`src/rtl/song_sequencer_pkg.sv`:
```
// Shared constants, ROM word layout and FSM state encodings for the song sequencer.
package song_sequencer_pkg;

  localparam int unsigned NOTE_W = 6;
  localparam int unsigned DUR_W  = 6;
  localparam int unsigned SONG_W = 2;
  localparam int unsigned IDX_W  = 5;
  localparam int unsigned ADDR_W = SONG_W + IDX_W;
  localparam int unsigned ROM_W  = NOTE_W + DUR_W;

  localparam logic [DUR_W-1:0] END_MARKER = '0;
  localparam logic [IDX_W-1:0] IDX_LAST   = '1;

  localparam logic [2:0] StIdle     = 3'd0;
  localparam logic [2:0] StFetch    = 3'd1;
  localparam logic [2:0] StRomWait  = 3'd2;
  localparam logic [2:0] StLoad     = 3'd3;
  localparam logic [2:0] StWaitDone = 3'd4;
  localparam logic [2:0] StFinish   = 3'd5;
  localparam logic [2:0] StEnd      = 3'd6;

  // ROM word: note in the upper field, duration in beats in the lower field.
  typedef struct packed {
    logic [NOTE_W-1:0] note;
    logic [DUR_W-1:0]  dur;
  } rom_word_t;

  function automatic logic is_end_marker(input rom_word_t w);
    return w.dur == END_MARKER;
  endfunction

endpackage

```
`src/rtl/song_sequencer_if.sv`:
```
// Control/note-load bundle between the song sequencer, its controller and the note player.
interface song_sequencer_if;
  import song_sequencer_pkg::*;

  logic              play;
  logic [SONG_W-1:0] song;
  logic              done_with_note;
  logic [NOTE_W-1:0] note_to_load;
  logic [DUR_W-1:0]  duration_to_load;
  logic              load_new_note;
  logic              song_done;
  logic [IDX_W-1:0]  note_idx;
  // Song memory load port.
  logic              rom_we;
  logic [ADDR_W-1:0] rom_waddr;
  logic [ROM_W-1:0]  rom_wdata;

  modport master (
    output play, song, done_with_note, rom_we, rom_waddr, rom_wdata,
    input  note_to_load, duration_to_load, load_new_note, song_done, note_idx
  );

  modport slave (
    input  play, song, done_with_note, rom_we, rom_waddr, rom_wdata,
    output note_to_load, duration_to_load, load_new_note, song_done, note_idx
  );

endinterface

```
`src/rtl/song_sequencer_rom.sv`:
```
// Song memory: 4 songs x 32 (note, duration) words, one-cycle registered read.
module song_sequencer_rom
  import song_sequencer_pkg::*;
(
  input  logic              clk,
  input  logic              i_we,
  input  logic [ADDR_W-1:0] i_waddr,
  input  logic [ROM_W-1:0]  i_wdata,
  input  logic [ADDR_W-1:0] i_raddr,
  output logic [ROM_W-1:0]  o_rdata
);

  logic [ROM_W-1:0] r_mem [2**ADDR_W];
  logic [ROM_W-1:0] r_rdata;

  always_ff @(posedge clk) begin
    if (i_we) begin
      r_mem[i_waddr] <= i_wdata;
    end
    r_rdata <= r_mem[i_raddr];
  end

  assign o_rdata = r_rdata;

endmodule

```
`src/rtl/song_sequencer.sv`:
```
// Steps through a song in memory, handing one note at a time to the note player.
// Define SONG_LOOP_EN to make a finished song restart while play stays high.
module song_sequencer
  import song_sequencer_pkg::*;
(
  input  logic           clk,
  input  logic           reset_n,
  song_sequencer_if.slave bus
);

  logic [2:0]        r_state, w_state_d;
  logic [SONG_W-1:0] r_song, w_song_d;
  logic [IDX_W-1:0]  r_idx, w_idx_d;
  logic [NOTE_W-1:0] r_note, w_note_d;
  logic [DUR_W-1:0]  r_dur, w_dur_d;
  logic [ROM_W-1:0]  w_rom_data;
  rom_word_t         w_rom_word;
  logic              w_song_change;
  logic              w_load;
  logic              w_song_done;

  song_sequencer_rom u_rom (
    .clk     (clk),
    .i_we    (bus.rom_we),
    .i_waddr (bus.rom_waddr),
    .i_wdata (bus.rom_wdata),
    .i_raddr ({r_song, r_idx}),
    .o_rdata (w_rom_data)
  );

  assign w_rom_word    = rom_word_t'(w_rom_data);
  assign w_song_change = (r_state != StIdle) && (bus.song != r_song);

  always_comb begin
    w_state_d   = r_state;
    w_song_d    = r_song;
    w_idx_d     = r_idx;
    w_note_d    = r_note;
    w_dur_d     = r_dur;
    w_load      = 1'b0;
    w_song_done = 1'b0;
    // A song change outranks everything, including a pending done_with_note.
    if (w_song_change) begin
      w_state_d = StFetch;
      w_song_d  = bus.song;
      w_idx_d   = '0;
    end else begin
      unique case (r_state)
        StIdle: begin
          if (bus.play) begin
            w_song_d  = bus.song;
            w_state_d = StFetch;
          end
        end
        StFetch: begin
          if (bus.play) w_state_d = StRomWait;
        end
        StRomWait: begin
          if (bus.play) begin
            if (is_end_marker(w_rom_word)) begin
              w_state_d = StFinish;
            end else begin
              w_note_d  = w_rom_word.note;
              w_dur_d   = w_rom_word.dur;
              w_state_d = StLoad;
            end
          end
        end
        StLoad: begin
          if (bus.play) begin
            w_load    = 1'b1;
            w_state_d = StWaitDone;
          end
        end
        StWaitDone: begin
          // The note player pauses itself, so play is not consulted here.
          if (bus.done_with_note) begin
            if (r_idx == IDX_LAST) begin
              w_state_d = StFinish;
            end else begin
              w_idx_d   = r_idx + 1'b1;
              w_state_d = StFetch;
            end
          end
        end
        StFinish: begin
          w_song_done = 1'b1;
          w_idx_d     = '0;
`ifdef SONG_LOOP_EN
          w_state_d   = StFetch;
`else
          w_state_d   = StEnd;
`endif
        end
        StEnd: begin
          if (!bus.play) w_state_d = StIdle;
        end
        default: w_state_d = StIdle;
      endcase
    end
  end

  always_ff @(posedge clk or negedge reset_n) begin
    if (!reset_n) begin
      r_state <= StIdle;
      r_song  <= '0;
      r_idx   <= '0;
      r_note  <= '0;
      r_dur   <= '0;
    end else begin
      r_state <= w_state_d;
      r_song  <= w_song_d;
      r_idx   <= w_idx_d;
      r_note  <= w_note_d;
      r_dur   <= w_dur_d;
    end
  end

  assign bus.note_to_load     = r_note;
  assign bus.duration_to_load = r_dur;
  assign bus.load_new_note    = w_load;
  assign bus.song_done        = w_song_done;
  assign bus.note_idx         = r_idx;

endmodule
```
`src/flat_wrapper.sv`:
```
// flat-port wrapper written by rule: the top's interface ports become plain ports
module song_sequencer_flat import song_sequencer_pkg::*;
  (clk, reset_n, bus_play, bus_song, bus_done_with_note, bus_rom_we, bus_rom_waddr, bus_rom_wdata, bus_note_to_load, bus_duration_to_load, bus_load_new_note, bus_song_done, bus_note_idx);
  song_sequencer_if bus_i ();
  input  logic clk;
  input  logic reset_n;
  input wire logic [$bits(bus_i.play)-1:0] bus_play;
  input wire logic [$bits(bus_i.song)-1:0] bus_song;
  input wire logic [$bits(bus_i.done_with_note)-1:0] bus_done_with_note;
  input wire logic [$bits(bus_i.rom_we)-1:0] bus_rom_we;
  input wire logic [$bits(bus_i.rom_waddr)-1:0] bus_rom_waddr;
  input wire logic [$bits(bus_i.rom_wdata)-1:0] bus_rom_wdata;
  output wire logic [$bits(bus_i.note_to_load)-1:0] bus_note_to_load;
  output wire logic [$bits(bus_i.duration_to_load)-1:0] bus_duration_to_load;
  output wire logic [$bits(bus_i.load_new_note)-1:0] bus_load_new_note;
  output wire logic [$bits(bus_i.song_done)-1:0] bus_song_done;
  output wire logic [$bits(bus_i.note_idx)-1:0] bus_note_idx;
  assign bus_i.play = bus_play;
  assign bus_i.song = bus_song;
  assign bus_i.done_with_note = bus_done_with_note;
  assign bus_i.rom_we = bus_rom_we;
  assign bus_i.rom_waddr = bus_rom_waddr;
  assign bus_i.rom_wdata = bus_rom_wdata;
  assign bus_note_to_load = bus_i.note_to_load;
  assign bus_duration_to_load = bus_i.duration_to_load;
  assign bus_load_new_note = bus_i.load_new_note;
  assign bus_song_done = bus_i.song_done;
  assign bus_note_idx = bus_i.note_idx;
  song_sequencer u_core (.clk(clk), .reset_n(reset_n), .bus(bus_i));
endmodule
```
`config.mk`:
```
export PLATFORM = sky130hd
export DESIGN_NAME = song_sequencer_flat
export DESIGN_NICKNAME = d
export VERILOG_FILES = /design/src/rtl/song_sequencer_pkg.sv /design/src/rtl/song_sequencer_if.sv /design/src/rtl/song_sequencer_rom.sv /design/src/rtl/song_sequencer.sv /design/src/flat_wrapper.sv
export SDC_FILE = /design/constraint.sdc
export NUM_CORES = 1
export LEC_CHECK = 0
export CORE_MARGIN = 2
export CORE_UTILIZATION = 30
export CTS_CLUSTER_DIAMETER = 100
export DETAILED_ROUTE_END_ITERATION = 8
export PLACE_DENSITY = 0.43
export RECOVER_POWER = 50
export SLEW_MARGIN = 20
export SYNTH_ARGS = -nofsm -noshare
export SYNTH_HDL_FRONTEND = slang
export SYNTH_HIERARCHICAL = 1
export SYNTH_SLANG_ARGS = --single-unit
```
`constraint.sdc`:
```
create_clock -name clk -period 3.45 [get_ports clk]
set_input_delay 0.69 -clock clk [delete_from_list [all_inputs] [get_ports clk]]
set_output_delay 0.69 -clock clk [all_outputs]
set_load 0.02 [all_outputs]
```
After elaboration in Yosys (flattened, before gate mapping)
Memory sizes are Yosys's and may differ from the RTL's. A register that Yosys moved wholly into a read port is not among the register bits.
Cells that the tools add are included.
{"block": "totals", "register_bits": 22, "mem_bits_rw": 1536, "input_bits": 26, "out_inout_bits": 19, "word_cells": 59, "n_memories": 1}
{"block": "op_classes", "n_addsub": 1, "n_eq_ne": 15, "mux": 24, "bitwise_logic": 2, "reduce_logical": 11}
{"name": "u_core.u_rom.r_mem", "words": 128, "word_bits": 12, "read_ports": 1, "rd_clocked_by_memory_dff": 1, "wr": 1, "line_no": "song_sequencer_rom.sv:13", "text": "logic [ROM_W-1:0] r_mem [2**ADDR_W];"}
{"cell": "3-bit two-way mux", "n": 9}
{"cell": "3-bit by 2-bit inequality test with 1-bit output, second input constant", "n": 7}
{"cell": "3-bit one-hot mux with 7 select lines", "n": 1}
{"cell": "5-bit two-way mux", "n": 3}
{"cell": "5-bit one-hot mux with 2 select lines", "n": 1}
{"cell": "3-bit equality test, second input constant", "n": 3}
{"cell": "1-bit two-way mux", "n": 7}
{"cell": "3-bit by 2-bit equality test with 1-bit output, second input constant", "n": 2}
{"cell": "6-bit zero test", "n": 1}
{"cell": "2-bit two-way mux", "n": 3}
{"cell": "6-bit AND reduction", "n": 1}
{"cell": "3-bit nonzero test", "n": 2}
{"cell": "5-bit by 1-bit adder with 5-bit output, second input constant", "n": 1}
{"cell": "5-bit equality test, second input constant", "n": 1}
{"cell": "4-bit AND reduction", "n": 1}
{"cell": "2-bit nonzero test", "n": 2}
{"cell": "3-bit by 1-bit equality test with 1-bit output, second input constant", "n": 1}
{"cell": "3-bit zero test", "n": 1}
{"cell": "3-bit AND reduction", "n": 1}
{"cell": "2-bit inequality test", "n": 1}
{"cell": "1-bit inverter", "n": 2}
{"cell": "2-bit AND reduction", "n": 1}
{"cell": "1-bit logical AND", "n": 1}

Longest topological paths before layout
{"block": "logic_depth", "ltp_word": 5, "depth_mapped": 7, "mapped_depth_nobuf": 7}

Hierarchy
Netlist, hierarchy kept.
{"mod": "song_sequencer_rom", "n_inst": 1, "cells_each": 2362, "area_per_inst_um2": 59128.0, "seq_area_each_um2": 46364.5}
{"mod": "song_sequencer", "n_inst": 1, "cells_each": 99, "area_per_inst_um2": 1138.6, "seq_area_each_um2": 550.5}

Worst setup path before layout
Ideal clock, no wire load.
{"block": "synth_timing", "path_kind": "flip-flop to flip-flop", "from": "reg u_core.r_idx[0], in the netlist u_core/bus.note_idx[0]", "to": "reg u_core.u_rom.r_rdata[10], in the netlist u_core/u_rom/o_rdata[10], read port of u_core.u_rom.r_mem", "setup_ps": 121, "t_arrival_ps": 2951, "t_required_ps": 3329, "setup_slack_ps": 379, "stages_incl_launch_ff": 7, "n_path_buf": 2, "period_less_slack_ps": 3071, "path_cell_list": "dfrtp_1 -> buf_2 -> clkbuf_1 -> mux4_2 -> mux4_2 -> mux4_2 -> mux2_2"}
{"item": "from (decl)", "line_no": "song_sequencer.sv:13", "text": "logic [IDX_W-1:0] r_idx, w_idx_d;"}
{"item": "from (signal assigned)", "line_no": "song_sequencer.sv:113", "text": "r_idx <= w_idx_d;"}
{"item": "to (decl)", "line_no": "song_sequencer_rom.sv:14", "text": "logic [ROM_W-1:0] r_rdata;"}

==> reports/metrics.cfg <==
[routing]
route.met2.wl_mm = 79.8
wire_per_inst_um = 29.6
vias = 28000
drt_first_iter_violations = 2811
route.antenna.remaining_nets = 0
detailroute.wirelength.met3_mm = 9.86
first_pass_iters = 7
remaining_drc_errors = 0
drt-met1-wl_mm = 72.8
totalWireLength_mm = 167
post_drt_via_cell_ratio = 4.97
highest_layer = met5

[layout]
fin_nets = 2862
multi_input_comb_area_mm2 = 0.0128
final_cell_mix = sky130_fd_sc_hd__edfxtp_1 (1536), sky130_fd_sc_hd__mux4_2 (504), sky130_fd_sc_hd__buf_4 (196)
mostFrequentLayoutCell = sky130_fd_sc_hd__edfxtp_1
num-fill-cells = 18000
layout_cells_sized_above_1_pct = 35.7
areaGrowthSynthToFinish_pct = 19.2
regArea_mm2 = 0.0469
final_area_mm2 = 0.0718

[global_routing]
wire_length_of_the_first_global_routing_pass_mm = 232
number_of_antenna_violations_at_the_first_check_in_global_routing = 19
overflow = 0
gr-usage-all-layers_pct = 16.3
via_count_of_the_first_global_routing_pass = 29200
grt_start_max_net_pins = 89

[timing]
max_slew.worst_pin.slew_ns = 3.18
fmax_mhz = 295
final_max_slew_viol_count = 866
setup_violations = 0
maxSlewHeadroom_pct = -112
grt_setup_unrepaired = no
setup-tns-final_ns = 0
timing.final.hold_violations = 0
final.min_clock_period_ns = 3.39
fin_worst_skew_ns = 0.0414
layout_worst_path_cycle_share_pct = 98.2

[worst_setup_path]
timing.critical_path.slowest_cell_delay_ns = 0.63
timing.critical_path.fanout_max = 22
cpMostUsedCell = sky130_fd_sc_hd__mux4_2
crit_start = u_core/bus.note_idx[0]$_DFFE_PN0P_
r2r_setup_slack_ns = 0.06
regToRegEndpoint = u_core/u_rom/o_rdata[2]$_DFF_P_
cells_along_the_critical_path = buf_12, buf_12, mux4_2, mux4_2, mux4_2, mux2_2
worstSetupStartpointType = flip-flop
endpoint_arrival_time_on_the_critical_path_ns = 4.08
cp_slowest_cell = sky130_fd_sc_hd__dfrtp_4
crit_cells = 6
cp-endpoint = u_core/u_rom/o_rdata[2]$_DFF_P_
cp_top_family = multiplexers
critPathBufInv = 2
r2r.worst_path.cells = 6
timing.critical_path.to_type = flip-flop
timing.setup.critical_path_class = reg2reg
cp_data_required_time_ns = 4.14
crit-reg2reg-launch = u_core/bus.note_idx[0]$_DFFE_PN0P_

[clock_tree]
clk_latency_ns = 0.81
numClockSinks = 1570
clk_pin_slew_worst_paths_ns = 0.06
cts-buffers-inserted = 169
clock_root_buffer = sky130_fd_sc_hd__clkbuf_16
clock_tree.htree_level_count = 4
clock_buffer_depth = 3
post_cts_hold_buffer_count = 0
tritoncts_clock_tree = yes

[synthesis]
post_synthesis_mux_area_share_pct = 19.4
syn_nets = 2489
post_synth_xor_area_fraction_pct = 0.0436
netlist-cell-type-count = 41
synthesis.instances = 2461
synth-compound-area-share_pct = 0.191
yosys.area_share.simple_pct = 1.43
number_of_warning_messages_in_the_yosys_log = 6
synth.ff_latch_count = 1570
synth_ff_type = sky130_fd_sc_hd__edfxtp_1
async_flop_share_pct = 1.40
synthAdderAreaFrac_pct = 0.0415
avgSynthCellArea_um2 = 24.5
synth_top_family_by_area = multiplexers
synth.cell_area_mm2 = 0.0603
synth_seq_area_share_pct = 77.8
number_of_enable_type_register_cells_in_the_synthesized_netlist = 1536

[pwr]
leak_nw = 21.6
powerDensity_mw_per_mm2 = 564
maximum_ir_drop_on_the_vdd_rail_v = 0.000392

[floorplan]
start_util_pct = 30.2
die_w_um = 452
cell_rows = 164
io_pins = 45
die_height_um = 452
fp.coreArea_mm2 = 0.200
dieArea_mm2 = 0.204

[place]
dp.final_hpwl_mm = 106
buffer_ports.inserted = 44
dpl-instance-area_mm2 = 0.0665
place.gp.congestion = 0.771

[run_status]
failed_checks = capacitance limit, slew limit
status = finished, violations left

[hold_path]
min_path_type = in2async

[flow_run]
maxCapViolations = 19

[worst register-to-register path: stages (launching register included)]
cell and delay, ns:
sky130_fd_sc_hd__dfrtp_4 0.63, sky130_fd_sc_hd__buf_12 0.27, sky130_fd_sc_hd__buf_12 0.26, sky130_fd_sc_hd__mux4_2 0.61, sky130_fd_sc_hd__mux4_2 0.59, sky130_fd_sc_hd__mux4_2 0.62, sky130_fd_sc_hd__mux2_2 0.31
[what timing repair did]
item,in CTS,in global routing
setup buffers,1,0
endpoints found under the setup margin,1,3
gates cloned,0,0
gates resized for setup,0,2
[final cells by class]
type                    count  share of cell area [%]
well taps                2656                    4.63
inverters                   3                  0.0157
repair buffers            334                    4.48
multi-input cells         756                    17.8
diodes                      6                  0.0209
flip-flops and latches   1570                    65.4
clock buffers             218                    6.30
clock inverters            98                    1.40
[sequential cells by signal, summed over array words and instances, names as in the netlist]
register                     count
u_core/r_song                    2
u_core/bus.duration_to_load      6
u_core/r_state                   3
u_core/u_rom/r_mem            1536
u_core/bus.note_idx              5
u_core/bus.note_to_load          6
u_core/u_rom/o_rdata            12
[layer usage]
layer	vias up	global-route usage [%]
met5	-	0
met4	8	5.03
met3	199	3.33
met2	863	25.8
met1	15600	22.6
li1	11400	-
[how the worst min path moves through the flow]
stage | start | to | depth (start not counted)
floorplan | reset_n | u_core/bus.duration_to_load[0]$_DFFE_PN0P_ | 0
global placement | u_core/bus.note_to_load[1]$_DFFE_PN0P_ | u_core/bus.note_to_load[1]$_DFFE_PN0P_ | 1
detailed placement | u_core/bus.note_to_load[0]$_DFFE_PN0P_ | u_core/bus.note_to_load[0]$_DFFE_PN0P_ | 1
CTS | reset_n | u_core/bus.note_to_load[0]$_DFFE_PN0P_ | 1
global route | reset_n | u_core/bus.note_to_load[0]$_DFFE_PN0P_ | 1
finish | reset_n | u_core/bus.note_to_load[0]$_DFFE_PN0P_ | 1
[synth_stat cells, types with 2 or more instances]
cell type	number	area, um2
sky130_fd_sc_hd__buf_2	32	160
sky130_fd_sc_hd__clkbuf_1	72	270
sky130_fd_sc_hd__mux2_2	16	180
sky130_fd_sc_hd__mux4_2	504	11400
sky130_fd_sc_hd__and3_1	3	18.8
sky130_fd_sc_hd__dfrtp_1	22	551
sky130_fd_sc_hd__mux2_4	10	150
sky130_fd_sc_hd__o21ai_0	2	10.0
sky130_fd_sc_hd__nor4_1	3	18.8
sky130_fd_sc_hd__mux2i_1	3	30.0
sky130_fd_sc_hd__inv_1	3	11.3
sky130_fd_sc_hd__xor2_1	3	26.3
sky130_fd_sc_hd__buf_4	10	75.1
sky130_fd_sc_hd__buf_1	14	52.6
sky130_fd_sc_hd__dfxtp_1	12	240
sky130_fd_sc_hd__nor2b_1	10	62.6
sky130_fd_sc_hd__a21oi_1	2	10.0
sky130_fd_sc_hd__nand2b_1	3	18.8
sky130_fd_sc_hd__nor3_1	10	50.1
sky130_fd_sc_hd__nand3_1	15	75.1
sky130_fd_sc_hd__nand2_1	22	82.6
sky130_fd_sc_hd__buf_6	4	45.0
sky130_fd_sc_hd__nand4_1	3	18.8
sky130_fd_sc_hd__a31oi_1	2	12.5
sky130_fd_sc_hd__nor2_1	129	484
sky130_fd_sc_hd__ha_1	2	25.0
sky130_fd_sc_hd__edfxtp_1	1536	46100
[where the power goes]
group | total, mW | switching, mW | internal [mW]
clock | 18.1 | 7.54 | 10.5
sequential | 21.3 | 0.158 | 21.1
combinational | 1.16 | 0.782 | 0.378
[per-stage QoR]
step / util [%] / std cells / total power, mW / hold WS [ns] / worst slack [ns]
finish: 36.0 / 5641 / 40.5 / 0.339 / 0.0620
detailed placement: 33.3 / 5318 / 22.9 / 0.514 / 0.0236
global route: 36.0 / 5636 / 41.7 / 0.337 / 0.0194
CTS: 36.1 / 5635 / 41.0 / 0.210 / 0.0271
global placement: 33.3 / 5318 / 22.8 / 0.506 / 0.00887
floorplan: - / 2461 / 22.0 / 0.394 / 0.379
[logic make-up (layout without fill, tap and decap cells)]
family | Yosys count | after routing
other cells | 0 | 6
simple gates | 202 | 202
mux | 533 | 533
xor+xnor | 3 | 3
compound gates | 16 | 16
flops | 1570 | 1570
fa+ha+maj | 2 | 2
buf+inv | 135 | 653
Note: power is estimated with default switching activity, not from simulation.
